`src/rtl/uart_link_if.sv`:
```
// Serial-side and byte-side signals of uart_link grouped into one bundle.
// The slave modport is the UART itself; master is the producer/consumer side.
interface uart_link_if;
  logic       rxd;
  logic       txd;
  logic [7:0] rxdata;
  logic       rxfinish;
  logic       frame_err;
  logic [7:0] txdata;
  logic       send;
  logic       txdone;
  logic       tx_busy;

  modport slave (
    input  rxd, txdata, send,
    output txd, rxdata, rxfinish, frame_err, txdone, tx_busy
  );

  modport master (
    output rxd, txdata, send,
    input  txd, rxdata, rxfinish, frame_err, txdone, tx_busy
  );
endinterface

```
`src/rtl/uart_link.sv`:
```
// 8N1 UART with independent RX and TX engines sharing only the clock.
// RX samples mid-bit after a half-bit start qualification; TX adds a 2-cycle guard after stop.
module uart_link #(
  parameter int unsigned CLKS_PER_BIT = 434
) (
  input  logic        clk,
  input  logic        rst,
  uart_link_if.slave  io_bus
);

  localparam logic [15:0] BIT_LAST  = 16'(CLKS_PER_BIT - 1);
  localparam logic [15:0] HALF_LAST = 16'(CLKS_PER_BIT / 2 - 1);

  typedef enum logic [2:0] {RX_IDLE, RX_START, RX_DATA, RX_STOP, RX_WAIT} rx_state_t;
  typedef enum logic [2:0] {TX_IDLE, TX_START, TX_DATA, TX_STOP, TX_GUARD} tx_state_t;

  // ---------------- RX ----------------
  logic [1:0]  r_rx_sync;
  rx_state_t   r_rx_state, w_rx_state_nxt;
  logic [15:0] r_rx_cnt, w_rx_cnt_nxt;
  logic [2:0]  r_rx_idx, w_rx_idx_nxt;
  logic [7:0]  r_rx_shift, w_rx_shift_nxt;
  logic [7:0]  r_rxdata, w_rxdata_nxt;
  logic        r_rxfinish, w_rxfinish_nxt;
  logic        r_frame_err, w_frame_err_nxt;
  logic        w_rx;
  logic        w_rx_bit_end;

  assign w_rx         = r_rx_sync[1];
  assign w_rx_bit_end = (r_rx_cnt == BIT_LAST);

  // Synchronizer idles high so a reset never looks like a start bit.
  always_ff @(posedge clk) begin
    if (rst) r_rx_sync <= 2'b11;
    else     r_rx_sync <= {r_rx_sync[0], io_bus.rxd};
  end

  always_ff @(posedge clk) begin
    if (rst) begin
      r_rx_state  <= RX_IDLE;
      r_rx_cnt    <= '0;
      r_rx_idx    <= '0;
      r_rx_shift  <= '0;
      r_rxdata    <= '0;
      r_rxfinish  <= 1'b0;
      r_frame_err <= 1'b0;
    end else begin
      r_rx_state  <= w_rx_state_nxt;
      r_rx_cnt    <= w_rx_cnt_nxt;
      r_rx_idx    <= w_rx_idx_nxt;
      r_rx_shift  <= w_rx_shift_nxt;
      r_rxdata    <= w_rxdata_nxt;
      r_rxfinish  <= w_rxfinish_nxt;
      r_frame_err <= w_frame_err_nxt;
    end
  end

  always_comb begin
    w_rx_state_nxt  = r_rx_state;
    w_rx_cnt_nxt    = r_rx_cnt;
    w_rx_idx_nxt    = r_rx_idx;
    w_rx_shift_nxt  = r_rx_shift;
    w_rxdata_nxt    = r_rxdata;
    w_rxfinish_nxt  = 1'b0;
    w_frame_err_nxt = 1'b0;
    case (r_rx_state)
      RX_IDLE: begin
        if (!w_rx) begin
          w_rx_state_nxt = RX_START;
          w_rx_cnt_nxt   = '0;
          w_rx_idx_nxt   = '0;
        end
      end
      RX_START: begin
        if (r_rx_cnt == HALF_LAST) begin
          w_rx_cnt_nxt   = '0;
          w_rx_state_nxt = w_rx ? RX_IDLE : RX_DATA;
        end else begin
          w_rx_cnt_nxt = r_rx_cnt + 16'd1;
        end
      end
      RX_DATA: begin
        if (w_rx_bit_end) begin
          w_rx_cnt_nxt   = '0;
          w_rx_shift_nxt = {w_rx, r_rx_shift[7:1]};
          w_rx_idx_nxt   = r_rx_idx + 3'd1;
          if (r_rx_idx == 3'd7) w_rx_state_nxt = RX_STOP;
        end else begin
          w_rx_cnt_nxt = r_rx_cnt + 16'd1;
        end
      end
      RX_STOP: begin
        if (w_rx_bit_end) begin
          w_rx_cnt_nxt = '0;
          if (w_rx) begin
            w_rxdata_nxt   = r_rx_shift;
            w_rxfinish_nxt = 1'b1;
            w_rx_state_nxt = RX_IDLE;
          end else begin
            w_frame_err_nxt = 1'b1;
            w_rx_state_nxt  = RX_WAIT;
          end
        end else begin
          w_rx_cnt_nxt = r_rx_cnt + 16'd1;
        end
      end
      // A stuck-low line after a bad stop must not be mistaken for a new start bit.
      RX_WAIT: begin
        if (w_rx) w_rx_state_nxt = RX_IDLE;
      end
      default: begin
        w_rx_state_nxt = RX_IDLE;
        w_rx_cnt_nxt   = '0;
      end
    endcase
  end

  assign io_bus.rxdata    = r_rxdata;
  assign io_bus.rxfinish  = r_rxfinish;
  assign io_bus.frame_err = r_frame_err;

  // ---------------- TX ----------------
  tx_state_t   r_tx_state, w_tx_state_nxt;
  logic [15:0] r_tx_cnt, w_tx_cnt_nxt;
  logic [2:0]  r_tx_idx, w_tx_idx_nxt;
  logic [7:0]  r_tx_shift, w_tx_shift_nxt;
  logic        w_tx_bit_end;

  assign w_tx_bit_end = (r_tx_cnt == BIT_LAST);

  always_ff @(posedge clk) begin
    if (rst) begin
      r_tx_state <= TX_IDLE;
      r_tx_cnt   <= '0;
      r_tx_idx   <= '0;
      r_tx_shift <= '0;
    end else begin
      r_tx_state <= w_tx_state_nxt;
      r_tx_cnt   <= w_tx_cnt_nxt;
      r_tx_idx   <= w_tx_idx_nxt;
      r_tx_shift <= w_tx_shift_nxt;
    end
  end

  always_comb begin
    w_tx_state_nxt = r_tx_state;
    w_tx_cnt_nxt   = r_tx_cnt;
    w_tx_idx_nxt   = r_tx_idx;
    w_tx_shift_nxt = r_tx_shift;
    case (r_tx_state)
      TX_IDLE: begin
        if (io_bus.send) begin
          w_tx_shift_nxt = io_bus.txdata;
          w_tx_cnt_nxt   = '0;
          w_tx_idx_nxt   = '0;
          w_tx_state_nxt = TX_START;
        end
      end
      TX_START: begin
        if (w_tx_bit_end) begin
          w_tx_cnt_nxt   = '0;
          w_tx_state_nxt = TX_DATA;
        end else begin
          w_tx_cnt_nxt = r_tx_cnt + 16'd1;
        end
      end
      TX_DATA: begin
        if (w_tx_bit_end) begin
          w_tx_cnt_nxt = '0;
          w_tx_idx_nxt = r_tx_idx + 3'd1;
          if (r_tx_idx == 3'd7) w_tx_state_nxt = TX_STOP;
        end else begin
          w_tx_cnt_nxt = r_tx_cnt + 16'd1;
        end
      end
      TX_STOP: begin
        if (w_tx_bit_end) begin
          w_tx_cnt_nxt   = '0;
          w_tx_state_nxt = TX_GUARD;
        end else begin
          w_tx_cnt_nxt = r_tx_cnt + 16'd1;
        end
      end
      // Two idle-high cycles so a producer holding send can swap txdata.
      TX_GUARD: begin
        if (r_tx_cnt == 16'd1) begin
          w_tx_cnt_nxt   = '0;
          w_tx_state_nxt = TX_IDLE;
        end else begin
          w_tx_cnt_nxt = r_tx_cnt + 16'd1;
        end
      end
      default: begin
        w_tx_state_nxt = TX_IDLE;
        w_tx_cnt_nxt   = '0;
      end
    endcase
  end

  assign io_bus.txd     = (r_tx_state == TX_START) ? 1'b0 :
                          (r_tx_state == TX_DATA)  ? r_tx_shift[r_tx_idx] : 1'b1;
  assign io_bus.txdone  = !rst && (r_tx_state == TX_STOP) && w_tx_bit_end;
  assign io_bus.tx_busy = (r_tx_state != TX_IDLE);

endmodule

```
`src/flat_wrapper.sv`:
```
// flat-port wrapper written by rule: the top's interface ports become plain ports
module uart_link_flat 
#(
  parameter int unsigned CLKS_PER_BIT = 434
)
  (clk, rst, io_bus_rxd, io_bus_txdata, io_bus_send, io_bus_txd, io_bus_rxdata, io_bus_rxfinish, io_bus_frame_err, io_bus_txdone, io_bus_tx_busy);
  uart_link_if io_bus_i ();
  input  logic clk;
  input  logic rst;
  input wire logic [$bits(io_bus_i.rxd)-1:0] io_bus_rxd;
  input wire logic [$bits(io_bus_i.txdata)-1:0] io_bus_txdata;
  input wire logic [$bits(io_bus_i.send)-1:0] io_bus_send;
  output wire logic [$bits(io_bus_i.txd)-1:0] io_bus_txd;
  output wire logic [$bits(io_bus_i.rxdata)-1:0] io_bus_rxdata;
  output wire logic [$bits(io_bus_i.rxfinish)-1:0] io_bus_rxfinish;
  output wire logic [$bits(io_bus_i.frame_err)-1:0] io_bus_frame_err;
  output wire logic [$bits(io_bus_i.txdone)-1:0] io_bus_txdone;
  output wire logic [$bits(io_bus_i.tx_busy)-1:0] io_bus_tx_busy;
  assign io_bus_i.rxd = io_bus_rxd;
  assign io_bus_i.txdata = io_bus_txdata;
  assign io_bus_i.send = io_bus_send;
  assign io_bus_txd = io_bus_i.txd;
  assign io_bus_rxdata = io_bus_i.rxdata;
  assign io_bus_rxfinish = io_bus_i.rxfinish;
  assign io_bus_frame_err = io_bus_i.frame_err;
  assign io_bus_txdone = io_bus_i.txdone;
  assign io_bus_tx_busy = io_bus_i.tx_busy;
  uart_link #(.CLKS_PER_BIT(CLKS_PER_BIT)) u_core (.clk(clk), .rst(rst), .io_bus(io_bus_i));
endmodule
```
`config.mk`:
```
export PLATFORM = sky130hd
export DESIGN_NAME = uart_link_flat
export DESIGN_NICKNAME = d
export VERILOG_FILES = /design/src/rtl/uart_link_if.sv /design/src/rtl/uart_link.sv /design/src/flat_wrapper.sv
export SDC_FILE = /design/constraint.sdc
export NUM_CORES = 1
export LEC_CHECK = 0
export ABC_AREA = 0
export CORE_MARGIN = 2
export CORE_UTILIZATION = 45
export DETAILED_ROUTE_END_ITERATION = 10
export SLEW_MARGIN = 20
export SYNTH_ARGS = -nofsm -noshare
export SYNTH_HDL_FRONTEND = slang
export SYNTH_SLANG_ARGS = --single-unit
```
`constraint.sdc`:
```
create_clock -name clk -period 2.95 [get_ports clk]
set_input_delay 0.59 -clock clk [delete_from_list [all_inputs] [get_ports clk]]
set_output_delay 0.59 -clock clk [all_outputs]
set_load 0.05 [all_outputs]
```
==> results.cfg <==
[outcome]
outcome = complete, no violations

[drt]
drt_iter0_drc = 105
dr.pass1.iters = 4
detail-route-antenna-nets = 0
drc = 0
via_per_inst = 5.64
wirelength_mm = 7.71
wl_per_cell_um = 14.0
dr_total_vias = 3112

[worst_setup_path]
cp_data_arrival_time_ns = 2.16
worstReg2RegEnd = u_core.r_rx_state[1]
endpoint_kind = primary output
crit_slowest_cell = or4_1
crit_chain = or4_1 -> nor4_4 -> nand2_1 -> nor3_4 -> buf_12
r2r_slack_ns = 0.46
cpPeakStageDelay_ns = 0.64
endpoint = io_bus_txdone
r2r-start = u_core.r_rx_cnt[2]
reg2reg_depth = 5
cp.required_ns = 2.36
startpoint = u_core.r_tx_cnt[6]
path_class = flip-flop to primary output
setup.worst_path.start_class = flip-flop
critPathMaxFanout = 7

[place]
hpwl_mm = 5.20
pre_cts_slack_ns = 0.293
dp.cells = 536
placed_cell_area_sq_mm = 0.00396
place_congestion = 0.843
io_buffers = 24

[floorplanning]
rows = 32
design.core.area_sq_mm = 0.00773
io-pin-count = 25
start_util = 0.465
die_h_um = 93.4
die-area_sq_mm = 0.00872
die_w_um = 93.4

[layout]
nets = 466
diodes = 0
utilization = 0.539
drive_gt1_frac = 0.118
stdcell_count = 552
area_growth_pct = 15.8
fin_area_sq_mm = 0.00416

[flow_run]
maxCapViolations = 0

[logic_synthesis]
synth-seq-cells = 72
syn_avg_cell_area_sq_um = 8.46
ys_seq_area_frac = 0.401
synth_edf_count = 0
yosysWarningCount = 0
ys.flop_type = dfxtp_1
syn_nets = 446
syn_area_sq_mm = 0.00359
synth_cells = 425
async_flop_share = 0
synth_cell_types = 57

[global_routing]
antenna_found_initial = 0
grt_pass1_wl_mm = 13.5
track_usage = 0.190
grt_start_max_net_pins = 44
grt.overflow.total = 0
grt_pass1_vias = 2900

[clocking]
cts_tree = done
path_clk_slew_ns = 0.08
ctsRootBufferMaster = clkbuf_8
holdBufCountCts = 0
clock_sinks = 72
cts_buffer_depth = 2
htree_levels = 3
numCtsBuffers = 9
postCtsSetupBuffers = 0
clk_latency_ns = 0.34

[timing]
tightest_slew_ns = 0.646
period_needed_ns = 2.75
finalCritPeriodShare = 0.931
timing.final.ws_setup_ns = 0.204
fin_skew_ns = 0.0121
hold_viol_final = 0
setup_viol = 0
slew_viol_final = 0
whs_ns = 0.418
fmax_mhz = 364
rsz0062_at_grt = false
fin_tns_setup_ns = 0
maxSlewHeadroom = 0.565

[power_and_ir_drop]
power_density_mw_per_mm2 = 460
power_mw = 1.91
p_leak_nw = 1.59
peakVddDrop_v = 0.000278

[worst_hold_path]
hold_class = flip-flop to flip-flop
hp-start = u_core.r_rx_sync[0]
## routing by layer
metal	routed length (um)	track usage
met4	98	0.0735
met2	3590	0.289
met3	271	0.0419
met1	3750	0.261
met5	0	0
## cells in the final DEF, fill, tap and decap left out, types with 3 or more instances in the layout
cell type,n
inv_1,14
nand2b_1,6
or2_2,6
o31ai_1,4
a31oi_1,10
o21ai_0,10
buf_4,11
nand2_1,43
nor4_4,3
xor2_1,5
nand3_1,27
dfxtp_1,71
a21o_1,3
nand4_1,14
clkdlybuf4s50_1,21
and2_1,3
or4_1,5
clkbuf_8,9
and3_1,7
and4_1,3
nor4_1,7
mux2i_1,20
a21oi_1,27
nor3_1,12
xnor2_1,3
ha_1,9
nor2_1,43
## synth_stat cells (all sizes together) (3+ instances only)
cell type,count,area [sq um]
ha,9,113
nand3,27,135
nand2b,6,37.5
nand4,14,87.6
mux2i,20,200
nor4,11,98.8
a21o,3,22.5
inv,14,52.6
xnor2,3,26.3
a31oi,10,62.6
buf,6,35.0
dfxtp,72,1440
o32ai,4,42.6
or4,6,48.8
xor2,5,43.8
clkbuf,20,75.1
nand2,43,161
nor3,13,65.1
nor2,43,161
and3,8,51.3
or2,6,37.5
o21ai,10,50.1
o31ai,4,30.0
and2,3,18.8
and4,4,36.3
a21oi,27,135
## area by class of cell
| type | instances | area, sq um |
|---|---|---|
| clock buffer | 9 | 124 |
| clock inverter | 7 | 55.1 |
| fill | 699 | 3570 |
| inverter | 15 | 56.3 |
| multi-input combinational | 312 | 2030 |
| sequential | 72 | 1440 |
| tap | 102 | 128 |
| timing repair buffer | 35 | 327 |
## critical path: cells and delay by family (launching register included)
family | cells | cell delay (ns)
and+or+nand+nor | 4 | 1.28
buffers and inverters | 1 | 0.16
DFF | 1 | 0.38
## logic make-up after synthesis
logic type,count (synthesis),share of synthesized area
DFF,72,0.401
adders and majority gates,9,0.0313
muxes,23,0.0714
buffers and inverters,41,0.0463
AOI/OAI and AO/OA,78,0.145
xor gates and xnor gates,8,0.0195
and+or+nand+nor,194,0.286
## flip-flops by register name, summed over array words and instances, names as in the netlist, 8 cells and up
| register | flops |
|---|---|
| u_core.r_tx_shift | 8 |
| u_core.r_rx_cnt | 16 |
| u_core.io_bus.rxdata | 8 |
| u_core.r_tx_cnt | 16 |
| u_core.r_rx_shift | 8 |
## how the worst min path moves through the flow
stage,to,slack [ns],cells past startpoint
3_5_place_dp,u_core.r_rx_sync[1],0.40,1
2_1_floorplan,u_core.r_rx_sync[1],0.39,1
5_1_grt,u_core.r_rx_sync[1],0.44,1
3_3_place_gp,u_core.r_rx_sync[1],0.40,1
6_report,u_core.r_rx_sync[1],0.42,1
4_1_cts,u_core.r_rx_sync[1],0.42,1
## repair_timing
item	in CTS	in global routing
gates cloned	0	0
endpoints found under the setup margin	2	1
gates resized for setup	2	4
## where the power goes
part	total [mW]	internal, mW	switching [mW]
Clock	0.713	0.312	0.401
Combinational	0.189	0.0749	0.114
Sequential	1.01	0.988	0.0232
No activity file was read; power rests on OpenSTA's default activity.
